$ cat config.mk
export PLATFORM = sky130hd
export DESIGN_NAME = branch_fwd_hazard_ctrl
export DESIGN_NICKNAME = d
export VERILOG_FILES = /design/src/rtl/branch_fwd_hazard_ctrl.sv
export SDC_FILE = /design/constraint.sdc
export NUM_CORES = 1
export LEC_CHECK = 0
export CAP_MARGIN = 20
export CORE_MARGIN = 5
export CORE_UTILIZATION = 50
export CTS_CLUSTER_SIZE = 24
export DETAILED_ROUTE_END_ITERATION = 6
export PLACE_DENSITY = 0.8
export SETUP_SLACK_MARGIN = 0.5
export SLEW_MARGIN = 40
export SYNTH_ARGS = -nofsm -noshare
export SYNTH_HDL_FRONTEND = slang
export SYNTH_SLANG_ARGS = --single-unit
$ cat constraint.sdc
create_clock -name clk -period 3.42 [get_ports clk]
set_input_delay 0.684 -clock clk [delete_from_list [all_inputs] [get_ports clk]]
set_output_delay 0.684 -clock clk [all_outputs]
set_load 0.01 [all_outputs]
$ cat src/rtl/branch_fwd_hazard_ctrl.sv
// rtl/branch_fwd_hazard_ctrl.sv - ID-stage branch forwarding, stall and flush control
// Tracks in-flight destination tags (EX/MEM/WB) and drives branch comparator selects.
module branch_fwd_hazard_ctrl #(
  parameter int REG_ADDR_W = 5,
  parameter int CNT_W      = 16
) (
  input  logic                  clk,
  input  logic                  rst,
  input  logic                  id_valid,
  input  logic                  id_is_branch,
  input  logic                  id_uses_rs,
  input  logic                  id_uses_rt,
  input  logic [REG_ADDR_W-1:0] id_rs,
  input  logic [REG_ADDR_W-1:0] id_rt,
  input  logic [REG_ADDR_W-1:0] id_dst,
  input  logic                  id_regwrite,
  input  logic                  id_memread,
  input  logic                  branchtaken,
  output logic [1:0]            forwardAD,
  output logic [1:0]            forwardBD,
  output logic                  stall_if,
  output logic                  stall_id,
  output logic                  pc_src_branch,
  output logic                  flush_ifid,
  output logic [CNT_W-1:0]      stall_cnt,
  output logic [CNT_W-1:0]      taken_cnt
);

  typedef struct packed {
    logic                  v;
    logic [REG_ADDR_W-1:0] dst;
    logic                  rw;
    logic                  mr;
  } tag_t;

  localparam logic [CNT_W-1:0] CNT_ONE = {{(CNT_W-1){1'b0}}, 1'b1};

  tag_t ex_q, ex_d, mem_q, mem_d, wb_q, wb_d;
  logic [CNT_W-1:0] stall_cnt_q, stall_cnt_d, taken_cnt_q, taken_cnt_d;
  logic haz_rs, haz_rt, stall, taken;

  // Register 0 is hardwired, so it never matches a producer.
  function automatic logic match(input tag_t s, input logic [REG_ADDR_W-1:0] r);
    return s.v & s.rw & (s.dst == r) & (r != '0);
  endfunction

  function automatic logic [1:0] fwd_sel(input tag_t mem_s, input tag_t wb_s,
                                         input logic en, input logic [REG_ADDR_W-1:0] r);
    logic [1:0] sel;
    sel = 2'b00;
    if (en) begin
      if (match(mem_s, r))     sel = mem_s.mr ? 2'b10 : 2'b01;
      else if (match(wb_s, r)) sel = 2'b11;
    end
    return sel;
  endfunction

  always_comb begin
    // EX results are not ready for an ID-stage compare; loads are not ready for anyone.
    haz_rs = id_valid & id_uses_rs & match(ex_q, id_rs) & (id_is_branch | ex_q.mr);
    haz_rt = id_valid & id_uses_rt & match(ex_q, id_rt) & (id_is_branch | ex_q.mr);
    stall  = haz_rs | haz_rt;
    taken  = rst & id_valid & id_is_branch & ~stall & branchtaken;

    forwardAD     = fwd_sel(mem_q, wb_q, id_is_branch & id_uses_rs, id_rs);
    forwardBD     = fwd_sel(mem_q, wb_q, id_is_branch & id_uses_rt, id_rt);
    stall_if      = stall;
    stall_id      = stall;
    pc_src_branch = taken;
    flush_ifid    = taken;
    stall_cnt     = stall_cnt_q;
    taken_cnt     = taken_cnt_q;
  end

  always_comb begin
    ex_d  = '0;
    mem_d = ex_q;
    wb_d  = mem_q;
    if (!stall) begin
      ex_d.v   = id_valid;
      ex_d.dst = id_dst;
      ex_d.rw  = id_regwrite;
      ex_d.mr  = id_memread;
    end

    stall_cnt_d = stall_cnt_q;
    taken_cnt_d = taken_cnt_q;
    if (stall && (stall_cnt_q != '1)) stall_cnt_d = stall_cnt_q + CNT_ONE;
    if (taken && (taken_cnt_q != '1)) taken_cnt_d = taken_cnt_q + CNT_ONE;
  end

  always_ff @(posedge clk or negedge rst) begin
    if (!rst) begin
      ex_q        <= '0;
      mem_q       <= '0;
      wb_q        <= '0;
      stall_cnt_q <= '0;
      taken_cnt_q <= '0;
    end else begin
      ex_q        <= ex_d;
      mem_q       <= mem_d;
      wb_q        <= wb_d;
      stall_cnt_q <= stall_cnt_d;
      taken_cnt_q <= taken_cnt_d;
    end
  end

endmodule

# After elaboration in Yosys (flattened, before gate mapping)
# Cells that the tools add are included.
# classes
add_sub_neg	2
multipliers	0
div_mod_pow	0
order_cmp	0
eq_ne	8
shift	0
n_mux	8
bitwise	30
n_reduce_logical	4
# ops
operator	n
$add 16x1->16 const B	2
$ne 16x16->1 const B	2
$eq 5x5->1	6
$and 1x1->1	27
$mux 2	7
$reduce_bool 5->1	2
$mux 8	1
$logic_and 1x1->1	2
$or 1x1->1	2
$not 1->1	1
# word_totals
ff_bits	55
latch_bits	0
ramBits	0
rom_bits	0
input_bits	24
out_inout_bits	40
elab_cells	65
mem_count	0

# Longest topological paths before layout
# Gate-level depths: netlist of the first run.
# logic_depth
depth_word	10
ltp_mapped	8
ltp_nobuf	7

# Worst setup path before layout of the first run
# No wires, ideal clock.
# synth_path
path_type	input-to-output
from	in id_rt[1]
to	out pc_src_branch
t_arrival_ps	2416
required_time_ps	2736
setup_slack_ps	320
stages	8
path_cell_list	or4_1 -> nor2_1 -> nor3_1 -> o21a_1 -> buf_6 -> clkbuf_1 -> nor2_1 -> buf_4
# synth_via
elab_chain_len	9
elab_cells_between_ends	10
cone_classes	eq/ne (1); bitwise (8); reduce/logical (1)
# synth_lines
item	line_no	text
from (decl)	14	input logic [REG_ADDR_W-1:0] id_rt,
$eq 5x5->1	44	return s.v & s.rw & (s.dst == r) & (r != '0);
$and 1x1->1	44	
$and 1x1->1 *	44	
$and 1x1->1 * (2 in series)	61	haz_rt = id_valid & id_uses_rt & match(ex_q, id_rt) & (id_is_branch | ex_q.mr);
$or 1x1->1 *	62	stall = haz_rs | haz_rt;
via stall_id	22	output logic stall_id,
$not 1->1 *	63	taken = rst & id_valid & id_is_branch & ~stall & branchtaken;
$and 1x1->1 * (2 in series)	63	
to (decl)	23	output logic pc_src_branch,
# Mark *: on every way through the listed nets, which the timed path passes. The rest lies on a longest branch.

# Worst setup path after layout of the first run
# layout_path
from	in id_rt[1]
to	out forwardBD[0]
# layout_via
elab_chain_len	6
elab_cells_between_ends	10
cone_classes	eq/ne (2); mux (3); bitwise (4); reduce/logical (1)
# layout_lines
item	line_no	text
$eq 5x5->1	44	
$and 1x1->1 (2 in series)	44	
$mux 2	53	else if (match(wb_s, r)) sel = 2'b11;
$mux 2 *	52	if (match(mem_s, r)) sel = mem_s.mr ? 2'b10 : 2'b01;
$mux 2 *	51	if (en) begin
to (decl)	20	output logic [1:0] forwardBD,
# Mark *: on every way between the ends. The rest lies on a longest branch, timed or not.

==> flow_metrics.py, run 1 <==
metrics = {
    "outcome": {
        "status": "finished, final reports clean",
    },
    "logic_synthesis": {
        "synth_nets": 277,
        "syn_area_per_cell_um2": 10.8,
        "netlist_instances": 251,
        "synth_top_area_share": 0.508,
        "seq_area_frac_synth": 0.508,
        "synth_cell_type_count": 39,
        "yosys_warnings": 0,
        "synth_area_leaders": "dfrtp_1 51%, xnor2_1 8.7%, xor2_1 8.7%",
        "synth_top_flop_cell": "dfrtp_1",
        "yosys_register_bits": 55,
        "yosys.area.top_type": "dfrtp_1",
        "ys_async_sr_fraction": 1.00,
        "synth_edf_count": 0,
        "syn-cell-area_um2": 2710,
    },
    "run": {
        "maxCapViolations": 0,
    },
    "worst_setup_path": {
        "worstSetupEndpointType": "output pin",
        "crit_fanout": 3,
        "arrival_ns": 2.29,
        "timing.rr.start": "ex_q[3]",
        "regToRegSetupSlack_ns": 1.24,
        "cp-start-kind": "input port",
        "cp.required_ns": 2.74,
        "rr_worst_depth": 8,
        "critPathKind": "input port to output pin",
        "reg2reg_to": "taken_cnt[1]",
    },
    "clocking": {
        "root_buffer": "clkbuf_8",
        "numCtsBuffers": 5,
        "htreeDepth": 2,
        "path_clk_slew_ns": 0.09,
        "tritoncts": "built",
        "clk_latency_ns": 0.30,
        "cts_num_sinks": 55,
        "clk_path_buf_depth": 2,
    },
    "die": {
        "core_area_um2": 5170,
        "die_w_um": 83.6,
        "start_util": 0.524,
        "ioPinCount": 64,
        "die-area_um2": 7000,
        "row_count": 26,
        "die_height_um": 83.6,
    },
    "cells_and_area": {
        "layout_commonest_cell": "dfrtp_1",
        "drive_above_1_share": 0.205,
        "fillCellCount": 370,
        "fin_area_um2": 3780,
        "post-route-util": 0.730,
        "mostFrequentLayoutCells": "55 x dfrtp_1, 44 x clkdlybuf4s50_1, 27 x xor2_1",
        "fin_nets": 372,
        "antenna_cells": 0,
        "area_growth_pct": 39.3,
    },
    "timing": {
        "slew_violations": 0,
        "worstMarginPinSlew_ns": 0.687,
        "finClkSkew_ns": 0.00621,
        "relSlewSlack": 0.542,
        "fmax_mhz": 337,
        "setup_violations": 0,
        "rsz0062_at_grt": "yes",
        "period_minus_slack_ns": 2.97,
        "holdWs_ns": 0.379,
        "finalCritPeriodShare": 0.868,
        "hold_violations": 0,
        "setup_tns_ns": 0,
    },
    "drt": {
        "vias_per_cell": 5.41,
        "post_drt_wl_per_cell_um": 16.4,
        "route.detailed.drc": 0,
        "drtAntennaViolNets": 0,
        "vias": 2254,
        "first_pass_iters": 4,
        "drt_iter0_drc": 117,
        "finalWirelength_um": 6820,
    },
    "worst_hold_path": {
        "hold_depth": 0,
        "hold_path_end": "wb_q[7]",
        "worstHoldStart": "mem_q[7]",
        "min_path_type": "flip-flop to flip-flop",
    },
    "power": {
        "max-vdd-ir-drop_mv": 0.237,
        "p_per_area_nw_per_um2": 347,
        "p_leak_nw": 1.68,
        "p_total_mw": 1.31,
    },
    "global_route": {
        "first_global_vias": 2332,
        "grt.overflow.total": 0,
        "grt_max_degree": 57,
        "grt_pass1_wl_um": 11600,
        "antenna_found_initial": 0,
        "grt_use_total": 0.203,
    },
    "placed_design": {
        "hpwl_um": 4940,
        "gp_congestion": 0.857,
        "port_buffers": 63,
        "placement.cell_area_um2": 3570,
    },
}
==> logic make-up (layout without fill, tap and decap cells) <==
group,count (synthesis),count (layout),synth area share
adders and majority gates,2,2,0.00923
DFF,55,55,0.508
AOI/OAI and AO/OA,14,14,0.0388
muxes,3,3,0.0125
and+or+nand+nor,110,110,0.233
xor gates and xnor gates,54,54,0.174
buffers and inverters,13,109,0.0245
==> repair_timing <==
item,4_1_cts,5_1_grt
endpoints found under the hold margin,0,0
hold buffers,0,0
setup buffers,4,3
setup endpoints to repair,9,8
gates resized for setup,73,5
pin swaps,10,11
==> cell usage after synthesis (2+ instances only) <==
cell	number
nand3_1	15
inv_1	7
mux2_1	3
nor4_1	4
ha_1	2
o211ai_1	2
and3_1	3
and4_1	3
nor2b_1	8
a211oi_1	2
nor3_1	14
nor2_1	19
nand2_1	15
xnor2_1	27
xor2_1	27
buf_2	2
nor4_4	2
a21oi_1	3
nand4_1	16
or4_1	3
buf_4	2
dfrtp_1	55
==> critical path: stages <==
cell,delay [ns]
buf_6,0.10
buf_6,0.11
inv_2,0.05
nor2_1,0.03
or4_4,0.54
nor4_4,0.32
buf_4,0.16
buf_6,0.09
a211oi_2,0.05
buf_2,0.15
==> metrics by stage <==
step / setup WS [ns] / cells
2_1_floorplan: 0.526 / 251
3_3_place_gp: -0.359 / 402
3_5_place_dp: -0.448 / 402
4_1_cts: 0.486 / 414
5_1_grt: 0.394 / 417
6_report: 0.450 / 417
==> state kept, by name, indices dropped and copies added (netlist names) <==
| name | flops |
|---|---|
| ex_q | 8 |
| mem_q | 8 |
| stall_cnt | 16 |
| taken_cnt | 16 |
| wb_q | 7 |
==> final cells by class <==
class / instances / area [um^2] / share of cell area
Sequential cell: 55 / 1380 / 0.364
Multi-Input combinational cell: 183 / 1360 / 0.360
Timing Repair Buffer: 94 / 847 / 0.224
Tap cell: 70 / 87.6 / 0.0232
Clock buffer: 7 / 76.3 / 0.0202
Inverter: 7 / 26.3 / 0.00696
Clock inverter: 1 / 5.00 / 0.00132
==> where the power goes <==
| part | switching, mW | leakage [nW] | internal [mW] |
|---|---|---|---|
| logic | 0.0969 | 0.943 | 0.128 |
| registers | 0.0548 | 0.698 | 0.689 |
| clock network | 0.199 | 0.0422 | 0.144 |
| total | 0.351 | 1.68 | 0.961 |
==> worst max-delay path by stage <==
stage / start / slack (ns) / cells past startpoint / endpoint
3_3_place_gp: id_rt[1] / -0.36 / 8 / forwardBD[0]
3_5_place_dp: id_rt[1] / -0.45 / 9 / forwardBD[0]
2_1_floorplan: id_rt[1] / 0.53 / 8 / pc_src_branch
5_1_grt: id_rt[1] / 0.39 / 10 / forwardBD[0]
6_report: id_rt[1] / 0.45 / 10 / forwardBD[0]
4_1_cts: id_rt[1] / 0.49 / 9 / forwardBD[0]
==> per-layer routing <==
layer	track usage	vias to the layer above	routed length (um)
met5	0	-	0
li1	-	1080	-
met4	0.0482	0	77
met1	0.271	1111	2940
met2	0.336	55	3490
met3	0.0464	8	309
Power figures use the tool's default switching activity.
==> run 2: changes to the inputs <==
==> constraint.sdc (replaced) <==
create_clock -name clk -period 3.6 [get_ports clk]
set_input_delay 0.72 -clock clk [delete_from_list [all_inputs] [get_ports clk]]
set_output_delay 0.72 -clock clk [all_outputs]
set_load 0.01 [all_outputs]
==> run 2 against run 1 <==
Net effect: register-to-register slack gained 0.21 ns; worst hold slack gained 0.0054 ns; sequential cell count is the same; core utilization shrank 2.3 points; total power shrank 5.1%; die area is the same; clock power is essentially flat; setup slack gained 0.10 ns; cell count shrank 1.4%; clock-buffer cell count shrank 2; final area shrank 3.2%; largest cell class unchanged; largest power group unchanged.
==> flow_metrics.py, run 2 (same netlist as run 1, synthesis figures left out) <==
metrics = {
    "timing": {
        "slew_violations": 0,
        "period_minus_slack_ns": 3.05,
        "setup_violations": 0,
        "finClkSkew_ns": 0.00437,
        "rsz0062_at_grt": "no",
        "fin_ws_ns": 0.552,
        "worstMarginPinSlew_ns": 0.674,
        "relSlewSlack": 0.551,
        "holdWs_ns": 0.384,
        "setup_tns_ns": 0,
        "fmax_mhz": 328,
        "finalCritPeriodShare": 0.847,
        "hold_violations": 0,
    },
    "worst_hold_path": {
        "hold_depth": 0,
        "worstHoldStart": "ex_q[1]",
        "min_path_type": "flip-flop to flip-flop",
        "hold_path_end": "mem_q[1]",
    },
    "die": {
        "start_util": 0.524,
        "die_w_um": 83.6,
        "ioPinCount": 64,
        "core_area_um2": 5170,
        "row_count": 26,
        "die-area_um2": 7000,
        "die_height_um": 83.6,
    },
    "worst_setup_path": {
        "cp.required_ns": 2.88,
        "crit_fanout": 2,
        "cp-start-kind": "input port",
        "worstSetupEndpointType": "output pin",
        "timing.rr.start": "stall_cnt[0]",
        "reg2reg_to": "stall_cnt[1]",
        "arrival_ns": 2.33,
        "critPathKind": "input port to output pin",
        "regToRegSetupSlack_ns": 1.45,
        "rr_worst_depth": 7,
    },
    "clocking": {
        "cts_num_sinks": 55,
        "tritoncts": "built",
        "hold_buffers": 0,
        "clk_path_buf_depth": 2,
        "clk_latency_ns": 0.31,
        "path_clk_slew_ns": 0.10,
        "htreeDepth": 2,
        "numCtsBuffers": 5,
        "root_buffer": "clkbuf_8",
    },
    "drt": {
        "route.detailed.drc": 0,
        "vias_per_cell": 5.37,
        "first_pass_iters": 4,
        "finalWirelength_um": 6570,
        "vias": 2206,
        "wl_met3_um": 294,
        "met2_length_um": 3170,
        "drt_iter0_drc": 135,
        "highest_layer": "met4",
        "wl_met1_um": 2950,
        "post_drt_wl_per_cell_um": 16.0,
        "drtAntennaViolNets": 0,
    },
    "cells_and_area": {
        "layout_commonest_cell": "dfrtp_1",
        "mostFrequentLayoutCells": "55 x dfrtp_1, 44 x clkdlybuf4s50_1, 27 x xnor2_1, 27 x xor2_1, 24 x buf_4",
        "fin_area_um2": 3660,
        "area_growth_pct": 34.9,
        "fillCellCount": 378,
        "fin_nets": 366,
        "antenna_cells": 0,
        "post-route-util": 0.707,
        "multi_input_area_um2": 1320,
        "final_cells": 411,
        "ff_latch_area_um2": 1380,
        "drive_above_1_share": 0.191,
    },
    "power": {
        "p_leak_nw": 1.65,
        "p_per_area_nw_per_um2": 340,
        "p_total_mw": 1.24,
        "max-vdd-ir-drop_mv": 0.337,
    },
    "placed_design": {
        "port_buffers": 63,
        "hpwl_um": 5010,
        "placement.cell_area_um2": 3560,
        "dpl.cell_count": 401,
        "gp_congestion": 0.881,
        "pre_cts_ws_ns": -0.339,
    },
    "global_route": {
        "antenna_found_initial": 0,
        "grt_max_degree": 57,
        "first_global_vias": 2346,
        "grt.overflow.total": 0,
        "grt_use_total": 0.201,
        "grt_pass1_wl_um": 11400,
    },
    "run": {
        "maxCapViolations": 0,
    },
    "outcome": {
        "status": "finished, final reports clean",
    },
}
-- run 2: changes by cell type in the layout (fill, tap and decap cells not counted), moves of 2 or more --
| cell | before | now |
|---|---|---|
| buf_6 | 8 | 1 |
| clkdlybuf4s15_1 | 6 | 0 |
| clkbuf_2 | 0 | 4 |
| buf_2 | 7 | 10 |
| buf_4 | 26 | 24 |
| clkbuf_1 | 2 | 0 |
| clkinv_4 | 0 | 2 |
-- run 2: worst max path at each step --
stage	start	slack, ns	depth (start not counted)	to
after floorplan	id_rt[1]	0.51	8	pc_src_branch
after global placement	id_rt[1]	-0.26	8	forwardBD[0]
after detailed placement	id_rt[1]	-0.34	8	forwardBD[0]
after CTS	id_rt[3]	0.48	9	forwardBD[0]
after global routing	id_rt[1]	0.50	10	forwardBD[0]
final	id_rt[1]	0.55	9	forwardBD[0]
-- run 2: final cells by class --
class                      count  area share
clock buffer                   5      0.0188
timing repair buffer          88       0.205
multi-input combinational    183       0.362
inverter                       7     0.00718
clock inverter                 3     0.00684
tap                           70      0.0239
sequential                    55       0.376
-- run 2: worst max-delay path, cell delays in order --
cell,delay (ns)
buf_2,0.12
or4_4,0.13
nor2_4,0.04
or4_4,0.54
nor4_4,0.33
buf_4,0.16
buf_4,0.10
a211oi_2,0.05
buf_2,0.14
-- run 2: power by group --
part           internal, mW  switching, mW
Clock                 0.139          0.203
Sequential            0.655         0.0496
Combinational         0.111         0.0863
-- run 2: routing by layer --
metal,up-vias,global-route usage
li1,1063,-
met1,1081,0.265
met2,49,0.322
met3,13,0.0533
met4,0,0.0687
met5,-,0
-- run 2: timing repair --
| item | 4_1_cts | 5_1_grt |
|---|---|---|
| resized for setup | 57 | 9 |
| pin swaps | 11 | 5 |
| endpoints found under the setup margin | 8 | 6 |
| buffers inserted | 2 | 0 |
==> run 3: changes to the inputs <==
==> constraint.sdc (replaced) <==
create_clock -name clk -period 2.9 [get_ports clk]
set_input_delay 0.58 -clock clk [delete_from_list [all_inputs] [get_ports clk]]
set_output_delay 0.58 -clock clk [all_outputs]
set_load 0.01 [all_outputs]
==> run 3 against run 2 <==
Net effect: via count is 5.5% higher; register-to-register slack worse by 0.72 ns; wire length is 10% higher; core utilization is 5.2 points higher; sequential share of layout area is 2.5 points lower; first-iteration DRC count stayed put; sequential cell count stayed put; final area is 7.4% higher; global-route usage is 1.4 points higher; clock-buffer cell count stayed put; setup slack worse by 0.29 ns; clock skew is 0.010 ns higher; largest cell class is now multi-input combinational cells.
==> flow_metrics.py, run 3 (same netlist as run 1, synthesis figures left out) <==
metrics = {
    "worst_setup_path": {
        "cp.required_ns": 2.32,
        "reg2reg_to": "taken_cnt[11]",
        "cp_common_cell": "or4_4",
        "timing.rr.start": "taken_cnt[0]",
        "arrival_ns": 2.06,
        "crit_family": "simple AND/OR/NAND/NOR gates",
        "crit_fanout": 3,
        "max_stage_delay_ns": 0.54,
        "cp-start-kind": "input port",
        "critPathBufInv": 3,
        "crit_path_top_delay_cell": "or4_4",
        "crit_path_cell_trace": "buf_6, or4_4, nor2_4, or4_4, nor4_4, buf_4, a211oi_2, buf_2",
        "rr_worst_depth": 7,
        "critPathKind": "input port to output pin",
        "worstSetupEndpointType": "output pin",
        "regToRegSetupSlack_ns": 0.73,
    },
    "timing": {
        "setup_violations": 0,
        "rsz0062_at_grt": "yes",
        "slew_violations": 0,
        "worstMarginPinSlew_ns": 0.697,
        "holdWs_ns": 0.378,
        "period_minus_slack_ns": 2.64,
        "finalCritPeriodShare": 0.910,
        "finClkSkew_ns": 0.0147,
        "fmax_mhz": 379,
        "hold_violations": 0,
        "relSlewSlack": 0.535,
    },
    "global_route": {
        "antenna_found_initial": 0,
        "grt.overflow.total": 0,
        "grt_use_total": 0.216,
        "grt_max_degree": 57,
        "grt_pass1_wl_um": 12200,
        "first_global_vias": 2489,
    },
    "placed_design": {
        "hpwl_um": 5140,
        "port_buffers": 63,
        "dpl.cell_count": 405,
        "gp_congestion": 0.875,
    },
    "die": {
        "die-area_um2": 7000,
        "row_count": 26,
        "die_w_um": 83.6,
        "start_util": 0.524,
        "core_area_um2": 5170,
        "ioPinCount": 64,
        "die_height_um": 83.6,
    },
    "power": {
        "clkPwrFrac": 0.350,
        "p_sw_mw": 0.456,
        "p_seq_frac": 0.495,
        "p_per_area_nw_per_um2": 452,
        "power.internal_mw": 1.32,
        "p_sw_frac": 0.257,
        "p_leak_nw": 1.77,
        "combPwrFrac": 0.156,
        "max-vdd-ir-drop_mv": 0.358,
    },
    "drt": {
        "highest_layer": "met4",
        "wl_met1_um": 3150,
        "first_pass_iters": 4,
        "post_drt_wl_per_cell_um": 17.1,
        "wl_met3_um": 347,
        "route.detailed.drc": 0,
        "drtAntennaViolNets": 0,
        "vias_per_cell": 5.49,
        "finalWirelength_um": 7250,
        "drt_iter0_drc": 135,
        "vias": 2327,
        "met2_length_um": 3600,
    },
    "worst_hold_path": {
        "min_path_type": "flip-flop to flip-flop",
        "hold_path_end": "mem_q[7]",
        "worstHoldStart": "ex_q[7]",
        "hold_depth": 0,
    },
    "cells_and_area": {
        "layout_commonest_cell": "dfrtp_1",
        "mostFrequentLayoutCells": "54 x dfrtp_1, 42 x clkdlybuf4s50_1, 32 x buf_4",
        "drive_above_1_share": 0.260,
        "antenna_cells": 0,
        "final_cells": 424,
        "post-route-util": 0.759,
        "fillCellCount": 346,
        "area_growth_pct": 44.8,
        "fin_nets": 379,
    },
    "clocking": {
        "clk_latency_ns": 0.32,
        "tritoncts": "built",
        "clk_path_buf_depth": 2,
        "path_clk_slew_ns": 0.11,
        "cts_num_sinks": 55,
        "hold_buffers": 0,
        "numCtsBuffers": 5,
        "root_buffer": "clkbuf_8",
        "htreeDepth": 2,
    },
    "run": {
        "maxCapViolations": 0,
    },
    "outcome": {
        "status": "finished, final reports clean",
    },
}
## run 3: stage by stage
| stage | instance area [um^2] | total power [mW] | worst slack, ns | TNS (ns) |
|---|---|---|---|---|
| detailed placement | 3640 | 1.15 | -0.676 | -4.59 |
| floorplan | 2790 | 0.977 | 0.275 | 0 |
| finish | 3930 | 1.78 | 0.260 | 0 |
| CTS | 3870 | 1.77 | 0.191 | 0 |
| global route | 3930 | 1.85 | 0.184 | 0 |
| global placement | 3640 | 1.14 | -0.646 | -4.26 |
## run 3: worst max-delay path by stage
stage               slack, ns  cells past startpoint  startpoint            end
finish                   0.26                      8    id_rt[4]   forwardBD[0]
global route             0.18                      6    mem_q[4]   forwardBD[0]
CTS                      0.19                      9    id_rt[1]   forwardBD[0]
detailed placement      -0.68                      8    id_rt[2]   forwardBD[0]
global placement        -0.65                      8    id_rt[2]   forwardBD[0]
floorplan                0.27                      8    id_rs[1]  pc_src_branch
## run 3: power by group through the flow
stage | registers, mW | clock network [mW] | logic [mW]
3_5_place_dp | 0.889 | 0 | 0.259
4_1_cts | 0.877 | 0.627 | 0.270
5_1_grt | 0.886 | 0.655 | 0.305
3_3_place_gp | 0.885 | 0 | 0.253
2_1_floorplan | 0.888 | 0 | 0.0888
6_report | 0.878 | 0.621 | 0.277
## run 3: what timing repair did
action,in CTS,in global routing
endpoints found under the setup margin,34,9
endpoints found under the hold margin,0,0
pin swaps,20,10
resized for setup,95,8
setup buffers,7,4
## run 3: layer usage
| metal | global-route usage | vias to the layer above |
|---|---|---|
| met1 | 0.269 | 1147 |
| met4 | 0.0716 | 0 |
| met5 | 0 | - |
| met2 | 0.368 | 73 |
| li1 | - | 1091 |
| met3 | 0.0494 | 16 |
## run 3: cell type report
type / count / area (um^2) / area share
sequential: 55 / 1380 / 0.351
clock inverter: 3 / 71.3 / 0.0182
clock buffer: 5 / 68.8 / 0.0175
multi-input combinational: 183 / 1380 / 0.352
tap: 70 / 87.6 / 0.0223
timing repair buffer: 101 / 913 / 0.233
inverter: 7 / 26.3 / 0.00669
